$ cat config.mk
export PLATFORM = sky130hd
export DESIGN_NAME = id_ex_pipe_reg
export DESIGN_NICKNAME = d
export VERILOG_FILES = /design/src/rtl/id_ex_pipe_reg.sv
export SDC_FILE = /design/constraint.sdc
export NUM_CORES = 1
export LEC_CHECK = 0
export CAP_MARGIN = 10
export CORE_MARGIN = 4
export CORE_UTILIZATION = 25
export DETAILED_ROUTE_END_ITERATION = 8
export SLEW_MARGIN = 20
export SYNTH_ARGS = -nofsm -noshare
export SYNTH_HDL_FRONTEND = slang
export SYNTH_SLANG_ARGS = --single-unit
$ cat constraint.sdc
create_clock -name Clk -period 1.5 [get_ports Clk]
set_input_delay 0.3 -clock Clk [delete_from_list [all_inputs] [get_ports Clk]]
set_output_delay 0.3 -clock Clk [all_outputs]
set_load 0.01 [all_outputs]
$ cat src/rtl/id_ex_pipe_reg.sv
// ID/EX pipeline register with stall/flush, valid bit and load-use hazard detection.
// Optional bubble counter enabled by defining ID_EX_BUBBLE_CNT_EN.
module id_ex_pipe_reg #(
  parameter int DATA_W     = 32,
  parameter int REG_ADDR_W = 5,
  parameter int CNT_W      = 16
) (
  input  logic                  Clk,
  input  logic                  Reset,
  input  logic                  Stall,
  input  logic                  Flush,
  input  logic                  Valid_in,
  input  logic [5:0]            Op_in,
  input  logic [5:0]            funct_in,
  input  logic [REG_ADDR_W-1:0] Rs_in,
  input  logic [REG_ADDR_W-1:0] Rt_in,
  input  logic [REG_ADDR_W-1:0] Rd_in,
  input  logic [4:0]            shamt_in,
  input  logic [DATA_W-1:0]     Imm_in,
  input  logic [DATA_W-1:0]     ReadData1_in,
  input  logic [DATA_W-1:0]     ReadData2_in,
  input  logic [DATA_W-1:0]     PCPlus4_in,
  input  logic [5:0]            Ctrl_in,
  output logic                  Valid_out,
  output logic [5:0]            Op_out,
  output logic [5:0]            funct_out,
  output logic [REG_ADDR_W-1:0] Rs_out,
  output logic [REG_ADDR_W-1:0] Rt_out,
  output logic [REG_ADDR_W-1:0] Rd_out,
  output logic [4:0]            shamt_out,
  output logic [DATA_W-1:0]     Imm_out,
  output logic [DATA_W-1:0]     ReadData1_out,
  output logic [DATA_W-1:0]     ReadData2_out,
  output logic [DATA_W-1:0]     PCPlus4_out,
  output logic [5:0]            Ctrl_out,
`ifdef ID_EX_BUBBLE_CNT_EN
  output logic [CNT_W-1:0]      BubbleCount,
`endif
  output logic                  LoadUseHazard
);

  typedef struct packed {
    logic                  valid;
    logic [5:0]            op;
    logic [5:0]            funct;
    logic [REG_ADDR_W-1:0] rs;
    logic [REG_ADDR_W-1:0] rt;
    logic [REG_ADDR_W-1:0] rd;
    logic [4:0]            shamt;
    logic [DATA_W-1:0]     imm;
    logic [DATA_W-1:0]     rd1;
    logic [DATA_W-1:0]     rd2;
    logic [DATA_W-1:0]     pc4;
    logic [5:0]            ctrl;
  } stage_t;

  stage_t stage_in_s;
  stage_t stage_d;
  stage_t stage_q;

  assign stage_in_s = {Valid_in, Op_in, funct_in, Rs_in, Rt_in, Rd_in, shamt_in,
                       Imm_in, ReadData1_in, ReadData2_in, PCPlus4_in, Ctrl_in};

  // Next contents: all-zero bubble on flush, hold on stall, else load with control masked when invalid
  always_comb begin
    stage_d = stage_q;
    if (Flush) begin
      stage_d = '0;
    end else if (Stall) begin
      stage_d = stage_q;
    end else begin
      stage_d = stage_in_s;
      if (Valid_in) begin
        stage_d.ctrl = Ctrl_in;
      end else begin
        stage_d.ctrl = 6'd0;
      end
    end
  end

  // Pipeline register with synchronous reset
  always_ff @(posedge Clk) begin
    if (Reset) begin
      stage_q <= '0;
    end else begin
      stage_q <= stage_d;
    end
  end

  assign Valid_out     = stage_q.valid;
  assign Op_out        = stage_q.op;
  assign funct_out     = stage_q.funct;
  assign Rs_out        = stage_q.rs;
  assign Rt_out        = stage_q.rt;
  assign Rd_out        = stage_q.rd;
  assign shamt_out     = stage_q.shamt;
  assign Imm_out       = stage_q.imm;
  assign ReadData1_out = stage_q.rd1;
  assign ReadData2_out = stage_q.rd2;
  assign PCPlus4_out   = stage_q.pc4;
  assign Ctrl_out      = stage_q.ctrl;

  // A load writing $0 never creates a real dependency, so rt==0 is excluded
  assign LoadUseHazard = stage_q.valid & stage_q.ctrl[1] &
                         (stage_q.rt != {REG_ADDR_W{1'b0}}) &
                         ((stage_q.rt == Rs_in) | (stage_q.rt == Rt_in));

`ifdef ID_EX_BUBBLE_CNT_EN
  logic [CNT_W-1:0] bubble_cnt_d;
  logic [CNT_W-1:0] bubble_cnt_q;

  // Saturating count of inserted bubbles
  always_comb begin
    bubble_cnt_d = bubble_cnt_q;
    if (Flush && (bubble_cnt_q != {CNT_W{1'b1}})) begin
      bubble_cnt_d = bubble_cnt_q + CNT_W'(1);
    end else begin
      bubble_cnt_d = bubble_cnt_q;
    end
  end

  // Bubble counter register
  always_ff @(posedge Clk) begin
    if (Reset) begin
      bubble_cnt_q <= {CNT_W{1'b0}};
    end else begin
      bubble_cnt_q <= bubble_cnt_d;
    end
  end

  assign BubbleCount = bubble_cnt_q;
`endif

endmodule

==> results of run 1 <==
-- placed cells by master (no fill, tap or decap), drive strengths merged --
cell type      netlist  layout
mux2i              160     160
or2                  1       1
clkdlybuf4s15        0       2
o211ai               1       1
dlygate4sd2          0     160
clkinv               0       5
nor2b                1       1
clkbuf               2      23
a22oi                6       6
xor2                 6       6
nor2               167     167
inv                  0       7
a21oi                2       2
dfxtp              167     167
nor3                 2       2
or4                  1       1
buf                 36      52
xnor2                4       4
nand3                2       2
clkdlybuf4s50        0     169
-- path summary, 6_finish.rpt --
check                                  endpoint  slack, ps                          start  cells after the start
setup / recovery                  LoadUseHazard       -410         Rt_out[0]$_SDFFE_PP0N_                      4
hold / removal      PCPlus4_out[0]$_SDFFE_PP0N_        410                          Stall                      3
setup reg to reg         Rt_out[0]$_SDFFE_PP0N_        630         Rt_out[0]$_SDFFE_PP0N_                      4
hold reg to reg   ReadData2_out[7]$_SDFFE_PP0N_        490  ReadData2_out[7]$_SDFFE_PP0N_                      2
-- metrics by stage --
step	hold WS, ps	instances
2_1_floorplan	444	558
3_3_place_gp	473	1224
6_report	407	1257
3_5_place_dp	482	1224
4_1_cts	414	1257
5_1_grt	415	1257
-- cells in the mapped netlist, types with 4 or more instances --
library cell,number
xor2_1,6
buf_6,21
nor2_1,167
xnor2_1,4
dfxtp_1,167
mux2i_1,160
a22oi_1,6
buf_4,9
buf_2,6
-- state kept, by name (all words and copies together), names as in the netlist, 6 cells and up --
name,cells
ReadData1_out,32
ReadData2_out,32
Op_out,6
funct_out,6
Ctrl_out,6
PCPlus4_out,32
Imm_out,32
-- logic make-up after synthesis --
group                  Yosys count  synth area share
AO/OA/AOI/OAI                    9            0.0111
XOR/XNOR                        10            0.0143
buffers and inverters           38            0.0559
flip-flops                     167             0.547
multiplexers                   160             0.262
AND/OR/NAND/NOR                174             0.109
-- timing repair --
item                                    4_1_cts  5_1_grt
resized for setup                           187        6
endpoints found under the setup margin      168        5
pin swaps                                     1        5
hold buffers                                  0        0
cloned                                        0        0
setup buffers                                 2        0
endpoints found under the hold margin         0        0
-- routing by layer --
metal / track usage / up-vias
li1: - / 2599
met1: 0.161 / 2302
met3: 0.0590 / 15
met4: 0.0377 / 0
met2: 0.223 / 228
met5: 0 / -
-- area by class of cell --
type                       count  area [um^2]  area share
timing repair buffer         387         3690       0.354
clock inverter                12          113      0.0108
clock buffer                  19          443      0.0425
multi-input combinational    353         2430       0.233
sequential                   167         3350       0.321
tap                          319          399      0.0383
-- worst max-delay path: cells and delay by family, from the launching register on --
kind / cells / cell delay (ps)
simple gates: 1 / 520
buf+inv: 1 / 140
compound gates: 2 / 220
flops: 1 / 320
-- where the power goes --
| part | total, mW | internal, mW | leakage (nW) | switching (mW) |
|---|---|---|---|---|
| combinational | 1.42 | 0.868 | 3.49 | 0.549 |
| clock | 4.19 | 2.23 | 0.275 | 1.97 |
| sequential | 4.64 | 4.58 | 1.36 | 0.0682 |
==> metrics.md, run 1 <==
| Metric | Value |
|---|---|
| Status | `complete, but fails checks` |
| Violated checks | `setup timing` |
| Initial antenna violation count | `0` |
| Fin crit share | `1.27` |
| Async SR Flop Fraction | `0` |
| Clock sink count | `167` |
| Total power | `10.3 mW` |
| Routed WL | `19100 um` |
| Worst path cell trace | `or4_4 -> o211ai_2 -> a21oi_2 -> buf_2` |
| Vias per cell | `4.09` |
| Tmin final | `1910 ps` |
| Post-synth top area cell | `dfxtp_1` |
| Largest net degree at the start of global routing | `31` |
| Syn Inst Count | `558` |
| Initial Util | `0.257` |
| Clk_lat worst skew | `410 ps` |
| Core Region | `0.0238 mm^2` |
| Slowest stage cell, crit path | `or4_4` |
| CTS tree | `built` |
| First-pass GRT wire length | `28600 um` |
| Die H | `164 um` |
| DIE AREA | `0.0270 mm^2` |
| Detail Route Antenna Nets | `0` |
| Number of fill cells | `2361` |
| Pleak | `5.13 nW` |
| Worst setup SP type | `flop` |
| Met3 wire len | `2120 um` |
| Setup TNS | `-410 ps` |
| Mapped cell area | `0.00611 mm^2` |
| Register bit total from synthesis | `167` |
| Yosys Warn Count | `0` |
| Final WS setup | `-410 ps` |
| Number of synthesized flops with an enable pin | `0` |
| Global Route Usage Sum | `0.135` |
| Dpl hpwl | `14800 um` |
| # diodes | `0` |
| Pwr dens | `983 mW/mm^2` |
| Top_reg_cell synth | `dfxtp_1` |
| Final Instance Area | `0.0104 mm^2` |
| RD Place Congestion | `0.824` |
| Sequential-to-total area share from yosys stat | `0.547` |
| Setup Viol. Count Final | `1` |
| Fin util | `0.439` |
| Met2 wire length | `8760 um` |
| Top routing layer in use | `met4` |
| Share of the synthesized area in the top cell type | `0.547` |
| Worst hold path type | `in -> reg` |
| Number of global-route vias before repair | `5225` |
| Wire length per cell | `15.2 um` |
| Gr ovfl total | `0` |
| Max rail drop VDD | `0.546 mV` |
| Syn Nets | `729` |
| Clock Tree Root | `clkbuf_16` |
| I/O pin total | `339` |
| Worst setup EP type | `output pin` |
| Area grow syn2layout | `70.7%` |
| Final hold violation count | `0` |
| Slew headroom | `0.751` |
| Final slew viol count | `0` |
| Arrival time at the worst endpoint | `1610 ps` |
| CTS Buffer Depth | `2` |
| Fmax | `524 MHz` |
| Rows | `56` |
| RSZ-0062 raised after global routing | `true` |
| NumNets Final | `1097` |
| Post-route DRC violation count | `0` |
| Setup CP Type | `reg -> out` |
| Largest cells by area after synthesis | `dfxtp_1 55%, mux2i_1 26%, nor2_1 10%` |
| DR pass1 iterations | `4` |
| Max cap viols | `0` |
| Crit-path max cell delay | `520 ps` |
| CTS clock-pin slew for the worst setup and hold paths | `80 ps` |
| PortBufs | `338` |
| Required time worst endpoint | `1200 ps` |
| Synth Area per Inst | `10.9 um^2` |
| Num CTS Buffers | `17` |
| Post-DP Area | `0.0101 mm^2` |
| DRT met1 WL | `7970 um` |
| Chip width | `164 um` |
| Iter 0 DRT Violations | `164` |
| Max H-tree Level | `4` |
| Worst Tran Pin Value | `373 ps` |
| Dpl ws | `-722 ps` |
| Share of layout cells above drive strength 1 | `0.100` |
| Library cells used by synthesis | `17` |
| Routed vias | `5144` |
| Clk_skew | `0 ps` |
| Worst-path maximum fanout | `2` |
No activity file was read; power rests on OpenSTA's default activity.
==> inputs of run 2 (changes only) <==
Settings changed: SETUP_SLACK_MARGIN from default to 0.02.
==> run 2 against run 1 <==
Effect of this change:
- the flow still finishes with violations (setup timing)
- final area increased by 0.16%
- largest power group unchanged
- global-route usage unchanged
- largest cell class unchanged
- sequential cell count unchanged
- total power about the same
- via count about the same
- non-clock buffer count unchanged
- highest routed layer unchanged
- first-iteration DRC count decreased by 2.4%
==> metrics.md, run 2 (synthesis results as in run 1) <==
| Metric | Value |
|---|---|
| Max H-tree Level | `4` |
| Worst-path maximum fanout | `2` |
| Chip width | `164 um` |
| Iter 0 DRT Violations | `160` |
| Global Route Usage Sum | `0.135` |
| I/O pin total | `339` |
| Fin crit share | `1.27` |
| Final Non-Filler Cells | `1257` |
| Routed vias | `5146` |
| Setup TNS | `-410 ps` |
| Commonest non-fill, non-tap cell in the layout | `clkdlybuf4s50_1` |
| Clock sink count | `167` |
| Clk_lat worst skew | `410 ps` |
| # diodes | `0` |
| NumNets Final | `1097` |
| Num CTS Buffers | `17` |
| Gr ovfl total | `0` |
| Worst setup EP type | `output pin` |
| Routed WL | `19200 um` |
| Status | `complete, but fails checks` |
| Met2 wire length | `8770 um` |
| Rows | `56` |
| Worst hold path type | `in -> reg` |
| Vias per cell | `4.09` |
| Worst Tran Pin Value | `374 ps` |
| Clk_skew | `0 ps` |
| Required time worst endpoint | `1200 ps` |
| Wire length per cell | `15.2 um` |
| Setup CP Type | `reg -> out` |
| Core Region | `0.0238 mm^2` |
| CTS tree | `built` |
| Fmax | `524 MHz` |
| Max rail drop VDD | `0.547 mV` |
| Dpl hpwl | `14800 um` |
| Pleak | `5.13 nW` |
| Max cap viols | `0` |
| Most frequent cells in the layout | `169 x clkdlybuf4s50_1, 167 x nor2_1, 161 x dfxtp_1, 160 x mux2i_1, 160 x dlygate4sd2_1` |
| Switching fraction of total power | `0.252` |
| Final WS setup | `-410 ps` |
| DR pass1 iterations | `4` |
| DIE AREA | `0.0270 mm^2` |
| First-pass GRT wire length | `28600 um` |
| Clock Tree Root | `clkbuf_16` |
| Setup Viol. Count Final | `1` |
| Net Switching | `2.58 mW` |
| Crit-path max cell delay | `520 ps` |
| Slew headroom | `0.751` |
| Top routing layer in use | `met4` |
| Met3 wire len | `2120 um` |
| Initial antenna violation count | `0` |
| Largest net degree at the start of global routing | `31` |
| RSZ-0062 raised after global routing | `true` |
| CTS Buffer Depth | `2` |
| Reg power frac | `0.453` |
| # hold bufs at CTS | `0` |
| Initial Util | `0.257` |
| Violated checks | `setup timing` |
| Number of global-route vias before repair | `5225` |
| Arrival time at the worst endpoint | `1610 ps` |
| Worst setup SP type | `flop` |
| Int Power | `7.67 mW` |
| DRT met1 WL | `7990 um` |
| Cell count after placement | `1224` |
| Tmin final | `1910 ps` |
| Detail Route Antenna Nets | `0` |
| Die H | `164 um` |
| Area grow syn2layout | `71.0%` |
| Slowest stage cell, crit path | `or4_4` |
| Final hold violation count | `0` |
| Pwr dens | `982 mW/mm^2` |
| Share of layout cells above drive strength 1 | `0.103` |
| RD Place Congestion | `0.824` |
| Final slew viol count | `0` |
| PortBufs | `338` |
| Clk network pwr share | `0.409` |
| CTS clock-pin slew for the worst setup and hold paths | `80 ps` |
| Post-route DRC violation count | `0` |
| Worst path cell trace | `or4_4 -> o211ai_2 -> a21oi_2 -> buf_2` |
| Combinational Power Share | `0.138` |
run 2: cell count changes in the layout (fill, tap and decap cells not counted):
| cell | previous run | this run |
|---|---|---|
| buf_2 | 3 | 2 |
| clkdlybuf4s15_2 | 0 | 2 |
| clkdlybuf4s15_1 | 2 | 1 |
| dfxtp_2 | 3 | 5 |
| dfxtp_1 | 163 | 161 |
| buf_6 | 1 | 2 |
| clkbuf_2 | 3 | 2 |
run 2: worst paths after layout:
| check | startpoint | to | slack, ps | cells past startpoint |
|---|---|---|---|---|
| worst min register to register | Imm_out[6]$_SDFFE_PP0N_ | Imm_out[6]$_SDFFE_PP0N_ | 490 | 2 |
| worst max-delay path | Rt_out[0]$_SDFFE_PP0N_ | LoadUseHazard | -410 | 4 |
| worst min-delay path | Stall | PCPlus4_out[0]$_SDFFE_PP0N_ | 410 | 3 |
| worst max register to register | Rt_out[0]$_SDFFE_PP0N_ | Rt_out[0]$_SDFFE_PP0N_ | 630 | 4 |
run 2: final cells by class:
cell class                 count  area (um^2)
fill                        2358        13300
timing repair buffer         387         3700
sequential                   167         3350
multi-input combinational    353         2430
clock buffer                  19          443
tap                          319          399
clock inverter                12          113
run 2: power groups by stage:
stage / Clock (mW) / Combinational (mW) / Sequential (mW)
2_1_floorplan: 0 / 0.539 / 4.82
3_3_place_gp: 0 / 1.52 / 4.75
3_5_place_dp: 0 / 1.53 / 4.75
4_1_cts: 4.35 / 1.44 / 4.65
5_1_grt: 4.55 / 1.53 / 4.66
6_report: 4.19 / 1.42 / 4.64
run 2: layer usage:
| layer | global-route usage | up-vias |
|---|---|---|
| met5 | 0 | - |
| met2 | 0.223 | 226 |
| met4 | 0.0377 | 0 |
| li1 | - | 2598 |
| met3 | 0.0590 | 15 |
| met1 | 0.161 | 2307 |
run 2: repair_timing:
action | CTS | global route
pin swaps | 1 | 5
setup buffers | 2 | 0
gates resized for setup | 191 | 7
endpoints found under the setup margin | 168 | 7
endpoints found under the hold margin | 0 | 0
run 2: metrics by stage:
step / total power, mW / worst slack [ps] / util / instance area (um^2) / hold slack [ps]
2_1_floorplan: 5.36 / 86.7 / - / 6110 / 444
3_5_place_dp: 6.28 / -722 / 0.424 / 10100 / 482
5_1_grt: 10.7 / -486 / 0.440 / 10400 / 415
3_3_place_gp: 6.27 / -750 / 0.424 / 10100 / 473
6_report: 10.3 / -410 / 0.440 / 10400 / 407
4_1_cts: 10.4 / -469 / 0.440 / 10400 / 414
run 2: worst max-delay path, delay by kind of cell, from the launching register on:
family          cells  cell delay (ps)
flops               1              320
buf+inv             1              140
compound gates      2              220
simple gates        1              520
